**src/rtl/mem_arbiter.sv**
```systemverilog
// Shared main-memory arbiter for I-fill, D-fill and write-through traffic.
// Issues pipelined block bursts and steers returned words to the owning cache.
module mem_arbiter #(
   parameter int BLOCK_WORDS = 8,
   parameter int IDX_W       = 3
) (
   input  logic             clk,
   input  logic             rst,
   input  logic             i_req,
   input  logic [15:0]      i_addr,
   input  logic             d_req,
   input  logic [15:0]      d_addr,
   input  logic             wr_req,
   input  logic [15:0]      wr_addr,
   input  logic [15:0]      wr_data,
   output logic             i_busy,
   output logic             d_busy,
   output logic [15:0]      fill_data,
   output logic [IDX_W-1:0] fill_idx,
   output logic             i_fill_we,
   output logic             d_fill_we,
   output logic             i_done,
   output logic             d_done,
   output logic             wr_ack,
   output logic [15:0]      mem_addr,
   output logic             mem_en,
   output logic             mem_wr,
   output logic [15:0]      mem_wdata,
   input  logic [15:0]      mem_rdata,
   input  logic             mem_valid
);

   localparam int BASE_W = 16 - IDX_W - 1;
   localparam logic [IDX_W-1:0] LAST_IDX = IDX_W'(BLOCK_WORDS - 1);
   localparam logic [IDX_W-1:0] ONE = IDX_W'(1);

   typedef enum logic [1:0] {IDLE, ISSUE, DRAIN, WRITE} state_t;
   typedef enum logic [1:0] {OWN_NONE, OWN_I, OWN_D} owner_t;

   state_t            state, stateNext;
   owner_t            owner, ownerNext;
   logic [BASE_W-1:0] base, baseNext;
   logic [IDX_W-1:0]  issueCnt, issueCntNext;
   logic [IDX_W-1:0]  rxCnt, rxCntNext;
   logic [15:0]       wrAddrQ, wrAddrNext;
   logic [15:0]       wrDataQ, wrDataNext;
   logic              accept;
   logic              lastRx;

   // Word-offset bits of the miss addresses are replaced by the burst index.
   logic unusedAddrBits;
   assign unusedAddrBits = ^{i_addr[IDX_W:0], d_addr[IDX_W:0]};

   always_ff @(posedge clk) begin
      if (rst) begin
         state    <= IDLE;
         owner    <= OWN_NONE;
         base     <= '0;
         issueCnt <= '0;
         rxCnt    <= '0;
         wrAddrQ  <= '0;
         wrDataQ  <= '0;
      end else begin
         state    <= stateNext;
         owner    <= ownerNext;
         base     <= baseNext;
         issueCnt <= issueCntNext;
         rxCnt    <= rxCntNext;
         wrAddrQ  <= wrAddrNext;
         wrDataQ  <= wrDataNext;
      end
   end

   always_comb begin
      stateNext    = state;
      ownerNext    = owner;
      baseNext     = base;
      issueCntNext = issueCnt;
      rxCntNext    = rxCnt;
      wrAddrNext   = wrAddrQ;
      wrDataNext   = wrDataQ;
      accept = mem_valid && (state == ISSUE || state == DRAIN);
      lastRx = accept && (rxCnt == LAST_IDX);
      if (accept)
         rxCntNext = rxCnt + ONE;
      unique case (state)
         IDLE: begin
            if (d_req) begin
               stateNext = ISSUE;
               ownerNext = OWN_D;
               baseNext  = d_addr[15:IDX_W+1];
            end else if (wr_req) begin
               stateNext  = WRITE;
               wrAddrNext = wr_addr;
               wrDataNext = wr_data;
            end else if (i_req) begin
               stateNext = ISSUE;
               ownerNext = OWN_I;
               baseNext  = i_addr[15:IDX_W+1];
            end
         end
         ISSUE: begin
            issueCntNext = issueCnt + ONE;
            if (issueCnt == LAST_IDX)
               stateNext = DRAIN;
         end
         DRAIN: ;
         WRITE: stateNext = IDLE;
         default: stateNext = IDLE;
      endcase
      // Final return ends the burst regardless of where issue stands.
      if (lastRx) begin
         stateNext    = IDLE;
         ownerNext    = OWN_NONE;
         issueCntNext = '0;
         rxCntNext    = '0;
      end
   end

   assign mem_en    = (state == ISSUE) || (state == WRITE);
   assign mem_wr    = (state == WRITE);
   assign mem_addr  = (state == ISSUE) ? {base, issueCnt, 1'b0} :
                      (state == WRITE) ? wrAddrQ : '0;
   assign mem_wdata = (state == WRITE) ? wrDataQ : '0;
   assign wr_ack    = (state == WRITE);

   assign fill_data = mem_rdata;
   assign fill_idx  = rxCnt;
   assign i_fill_we = accept && (owner == OWN_I);
   assign d_fill_we = accept && (owner == OWN_D);
   assign i_done    = lastRx && (owner == OWN_I);
   assign d_done    = lastRx && (owner == OWN_D);

   assign i_busy = i_req & ~i_done;
   assign d_busy = d_req & ~d_done;

endmodule
```
**config.mk**
```make
export PLATFORM = sky130hd
export DESIGN_NAME = mem_arbiter
export DESIGN_NICKNAME = d
export VERILOG_FILES = /design/src/rtl/mem_arbiter.sv
export SDC_FILE = /design/constraint.sdc
export NUM_CORES = 1
export LEC_CHECK = 0
export ABC_AREA = 1
export CORE_MARGIN = 1
export CORE_UTILIZATION = 38
export CTS_CLUSTER_SIZE = 16
export DETAILED_ROUTE_END_ITERATION = 6
export GPL_ROUTABILITY_DRIVEN = 0
export PLACE_DENSITY_LB_ADDON = 0.1
export SLEW_MARGIN = 40
export SYNTH_ARGS = -nofsm -noshare
export SYNTH_HDL_FRONTEND = slang
export SYNTH_SLANG_ARGS = --single-unit
```
**constraint.sdc**
```tcl
create_clock -name clk -period 2.3 [get_ports clk]
set_clock_uncertainty 0.05 [all_clocks]
set_input_delay 0.575 -clock clk [delete_from_list [all_inputs] [get_ports clk]]
set_output_delay 0.575 -clock clk [all_outputs]
set_load 0.05 [all_outputs]
```
### Yosys cells after proc, flatten, opt, wreduce, memory -nomap -nowiden

Index checks and enable logic that the tools add are counted.

| operators by class | value |
|---|---|
| bitwise gates (word level) | 5 |
| equality and inequality tests | 10 |
| multiplexer cells | 13 |
| reductions and logical operators | 15 |
| add/subtract/negate cells | 2 |

Operators by type and width:

| cell | count |
|---|---|
| $mux 16 | 3 |
| $mux 12 | 3 |
| $mux 2 | 6 |
| $reduce_and 3->1 | 3 |
| $add 3x1->3 const B | 2 |
| $eq 2x2->1 const B | 3 |
| $eq 3x3->1 const B | 2 |
| $logic_and 1x1->1 | 6 |
| $pmux 2 s3 | 1 |
| $eq 2x1->1 const B | 2 |
| $ne 4x4->1 const B | 1 |
| $not 1->1 | 3 |
| $reduce_bool 3->1 | 1 |
| $and 1x1->1 | 2 |
| $logic_not 2->1 | 1 |
| $logic_or 1x1->1 | 2 |
| $ne 2x1->1 const B | 1 |
| $ne 2x2->1 const B | 1 |
| $reduce_bool 2->1 | 1 |
| $reduce_or 2->1 | 1 |

| storage, ports and cells | value |
|---|---|
| register bits after elaboration | 54 |
| input bits | 86 |

### Depth between registers and ports, before layout

| logic depth | value |
|---|---|
| word-level depth | 7 |
| depth in mapped cells | 9 |

### Worst setup path after synthesis

No wires, ideal clock.

| path | value |
|---|---|
| path type | register -> output |
| from | register rxCnt[0], in the netlist fill_idx[0] |
| to | output i_busy |
| stages on the path, launching flop included | 6 |
| buffers on the path | 0 |
| arrival | 2.780 ns |
| slack | -1.105 ns |
| cells stage by stage | dfxtp_1 ha_1 ha_1 nand3_1 nor3_1 nor2_1 |

| on the way | value |
|---|---|
| cells in the longest elaborated chain, start to end | 5 |

RTL lines:

| element | line | text |
|---|---|---|
| from (decl) | 44 | `logic [IDX_W-1:0] rxCnt, rxCntNext;` |
| from (signal assigned) | 68 | `rxCnt <= rxCntNext;` |
| $eq 3x3->1 | 83 | `lastRx = accept && (rxCnt == LAST_IDX);` |
| $logic_and 1x1->1 | 83 |  |
| $logic_and 1x1->1 | 131 | `assign i_done = lastRx && (owner == OWN_I);` |
| via i_done | 22 | `output logic i_done,` |
| $not 1->1 | 134 | `assign i_busy = i_req & ~i_done;` |
| $and 1x1->1 | 134 |  |
| to (decl) | 16 | `output logic i_busy,` |

The timed path passes the listed nets, and every way through them passes these cells.

### Worst setup path in the final report

| path | value |
|---|---|
| from | register state[0] |
| to | output d_busy |

| on the way | value |
|---|---|
| cells in the longest elaborated chain, start to end | 7 |
| elaborated cells on any way between the ends | 8 |
| classes of those cells | eq/ne: 2; bitwise: 2; reduce/logical: 4 |

RTL lines:

| element | line | text |
|---|---|---|
| from (decl) | 40 | `state_t state, stateNext;` |
| from (signal assigned) | 64 | `state <= stateNext;` |
| $eq 2x1->1 / $eq 2x2->1 (equally long branches) | 82 | `accept = mem_valid && (state == ISSUE \|\| state == DRAIN);` |
| $logic_or 1x1->1 (*) | 82 |  |
| $logic_and 1x1->1 (*) | 82 |  |
| $logic_and 1x1->1 (*) | 83 |  |
| $logic_and 1x1->1 (*) | 132 | `assign d_done = lastRx && (owner == OWN_D);` |
| $not 1->1 (*) | 135 | `assign d_busy = d_req & ~d_done;` |
| $and 1x1->1 (*) | 135 |  |
| to (decl) | 17 | `output logic d_busy,` |

Every way passes the cells marked *; elsewhere a longest branch is shown, timed or not.

==> run summary <==
maxcap violations = 0
Placed Instances = 594
Clk pin slew, worst setup/hold paths = 100 ps
Pwr Total = 3.95 mW
antenna violations before repair = 0
Antenna Violating Nets Remaining = 0
cts bufs inserted = 5
H-tree levels = 2
Initial DRC Count = 88
DR vias = 2755
Hold Buf Count CTS = 0
largest net degree at the start of global routing = 65
Mapped Area = 2780 um^2
commonest non-fill, non-tap cells in the layout = nand2_1 (94), inv_1 (70), clkdlybuf4s50_1 (63), dfxtp_1 (49), buf_12 (42)
crit path max fanout = 4
Final WS setup = 33.7 ps
layout cells sized above 1 = 0.206
fin nets = 602
port bufs = 105
Yosys warning count = 0
critical path launch point type = flip-flop
P&R area growth vs syn = 67.3%
Fillers = 590
drt drc = 0
Avg Cell Area, Syn = 6.64 um^2
Diodes inserted = 0
Vias/cell = 4.55
CTS sink count = 54
post-synthesis net count = 512
Leak = 2.04 nW
Clk Latency, worst-skew pair = 310 ps
sequential cell area fraction in the yosys report = 0.390
Routed WL = 7250 um
Synth cell types = 22
Final period util = 0.985
Peak supply drop = 0.000523 V
adder-cell share of the synthesized area = 0.0361
crit path DAT = 1640 ps
I/O pins = 146
Hold Vio Cnt, Final = 0
top cell type's share of synthesized area = 0.390
vias in the first global route = 2384
synthesized instance count = 418
Die Width = 87.5 um
worst setup path category = reg2out
synth top area cells = dfxtp_1 (39%), nand2_1 (13%), inv_1 (9.9%)
Die H = 87.5 um
Synth Area in XOR/XNOR = 0.00316
#FFs+latches synth = 54
grt ovf = 0
largest family of logic cells by synthesized area = simple AND/OR/NAND/NOR gates
Worst-Margin Slew = 496 ps
Worst setup EP type = output port
worst hold-check path type = reg2reg
GRT Util Overall = 0.186
setup violators final = 0
Clock Path Buffers = 2
Util after Layout = 0.672
Worst EP required = 1670 ps
Root Buffer = clkbuf_8
post-route insts no fill = 605
pwr dens = 850 nW/um^2
post-synthesis compound-gate area fraction = 0.161
Max transition margin = 0.668
CTS tree = yes
initial core utilization = 0.402
Slew Limit Fails = 0
hold slack = 399 ps
Max Freq = 441 MHz
unrepaired setup endpoints after global routing = yes
status = finished, final reports clean
WL per Instance = 12.0 um
Synth area leader = dfxtp_1
Die ar. = 7650 um^2
most common cell after layout, fill and taps aside = nand2_1
Final HPWL DP = 5360 um
Detailed Routing Iterations Pass 1 = 4
post-synthesis mux area share = 0
Setup WS pre-CTS = -137 ps
Synth Area in Simple Gates = 0.226
Core ar. = 6910 um^2
Row Count = 30
first-pass GRT wire length = 11200 um
crit path time final = 2270 ps
Yosys cell counts, drive strengths merged:
| cell type | n |
|---|---|
| inv | 75 |
| nand2 | 96 |
| dfxtp | 54 |
| ha | 8 |
| clkbuf | 9 |
| nand3 | 17 |
| nand4 | 1 |
| o21ai | 45 |
| xor2 | 1 |
| a211oi | 1 |
| o31ai | 2 |
| a21oi | 40 |
| nor3 | 5 |
| nor2 | 35 |
| buf | 29 |
registers in the layout, summed over array words and instances (netlist names):
register	count
issueCnt	3
wrAddrQ	16
owner	2
base	12
fill_idx	3
wrDataQ	16
state	2
logic make-up after synthesis:
kind of cell	after synthesis
and+or+nand+nor	154
adders and majority gates	8
xor gates and xnor gates	1
DFF	54
buffers and inverters	113
AOI/OAI and AO/OA	88
path summary, 6_finish.rpt:
| check | startpoint | to | slack (ps) | cells after the start |
|---|---|---|---|---|
| setup reg to reg | state[1]$_SDFFE_PP0P_ | state[1]$_SDFFE_PP0P_ | 850 | 7 |
| hold / removal | wrDataQ[15]$_SDFFE_PP0P_ | wrDataQ[15]$_SDFFE_PP0P_ | 400 | 2 |
| hold reg to reg | wrDataQ[15]$_SDFFE_PP0P_ | wrDataQ[15]$_SDFFE_PP0P_ | 400 | 2 |
| setup / recovery | state[0]$_SDFFE_PP0P_ | d_busy | 30 | 6 |
worst max-delay path, stage by stage (launching register included):
cell and delay, ps:
dfxtp_4 390, inv_4 50, ha_4 290, nand3_4 110
nor3_4 280, nor2_4 60, buf_12 150
metal layers:
layer,global-route usage,wire (um)
met5,0,0
met4,0.0492,101
met1,0.247,3310
met2,0.301,3340
met3,0.0445,494
report_power, final:
group | leakage (nW) | switching, mW | internal [mW]
Sequential | 0.446 | 0.122 | 1.16
Combinational | 1.54 | 1.15 | 0.869
Clock | 0.0547 | 0.323 | 0.325
stage by stage:
step	cell area [um^2]	setup TNS (ps)
after floorplan	2910	-1290
after global placement	4370	-405
after detailed placement	4370	-639
after CTS	4570	0
after global routing	4640	-85.6
final	4640	0
repair_timing:
action                                  CTS  global route
endpoints found under the setup margin   20            18
pin swaps                                 4             2
setup buffers                             1             1
gates cloned                              1             0
gates resized for setup                  14            14
cell type report:
cell class                      instances  area [um^2]  share of cell area
Timing Repair Buffer                  121         1630               0.351
Multi-Input combinational cell        251         1400               0.300
Sequential cell                        54         1100               0.236
Inverter                               75          289              0.0622
Tap cell                               96          120              0.0259
Clock buffer                            5         68.8              0.0148
Clock inverter                          3         43.8             0.00943
(Power assumes the default switching activity.)
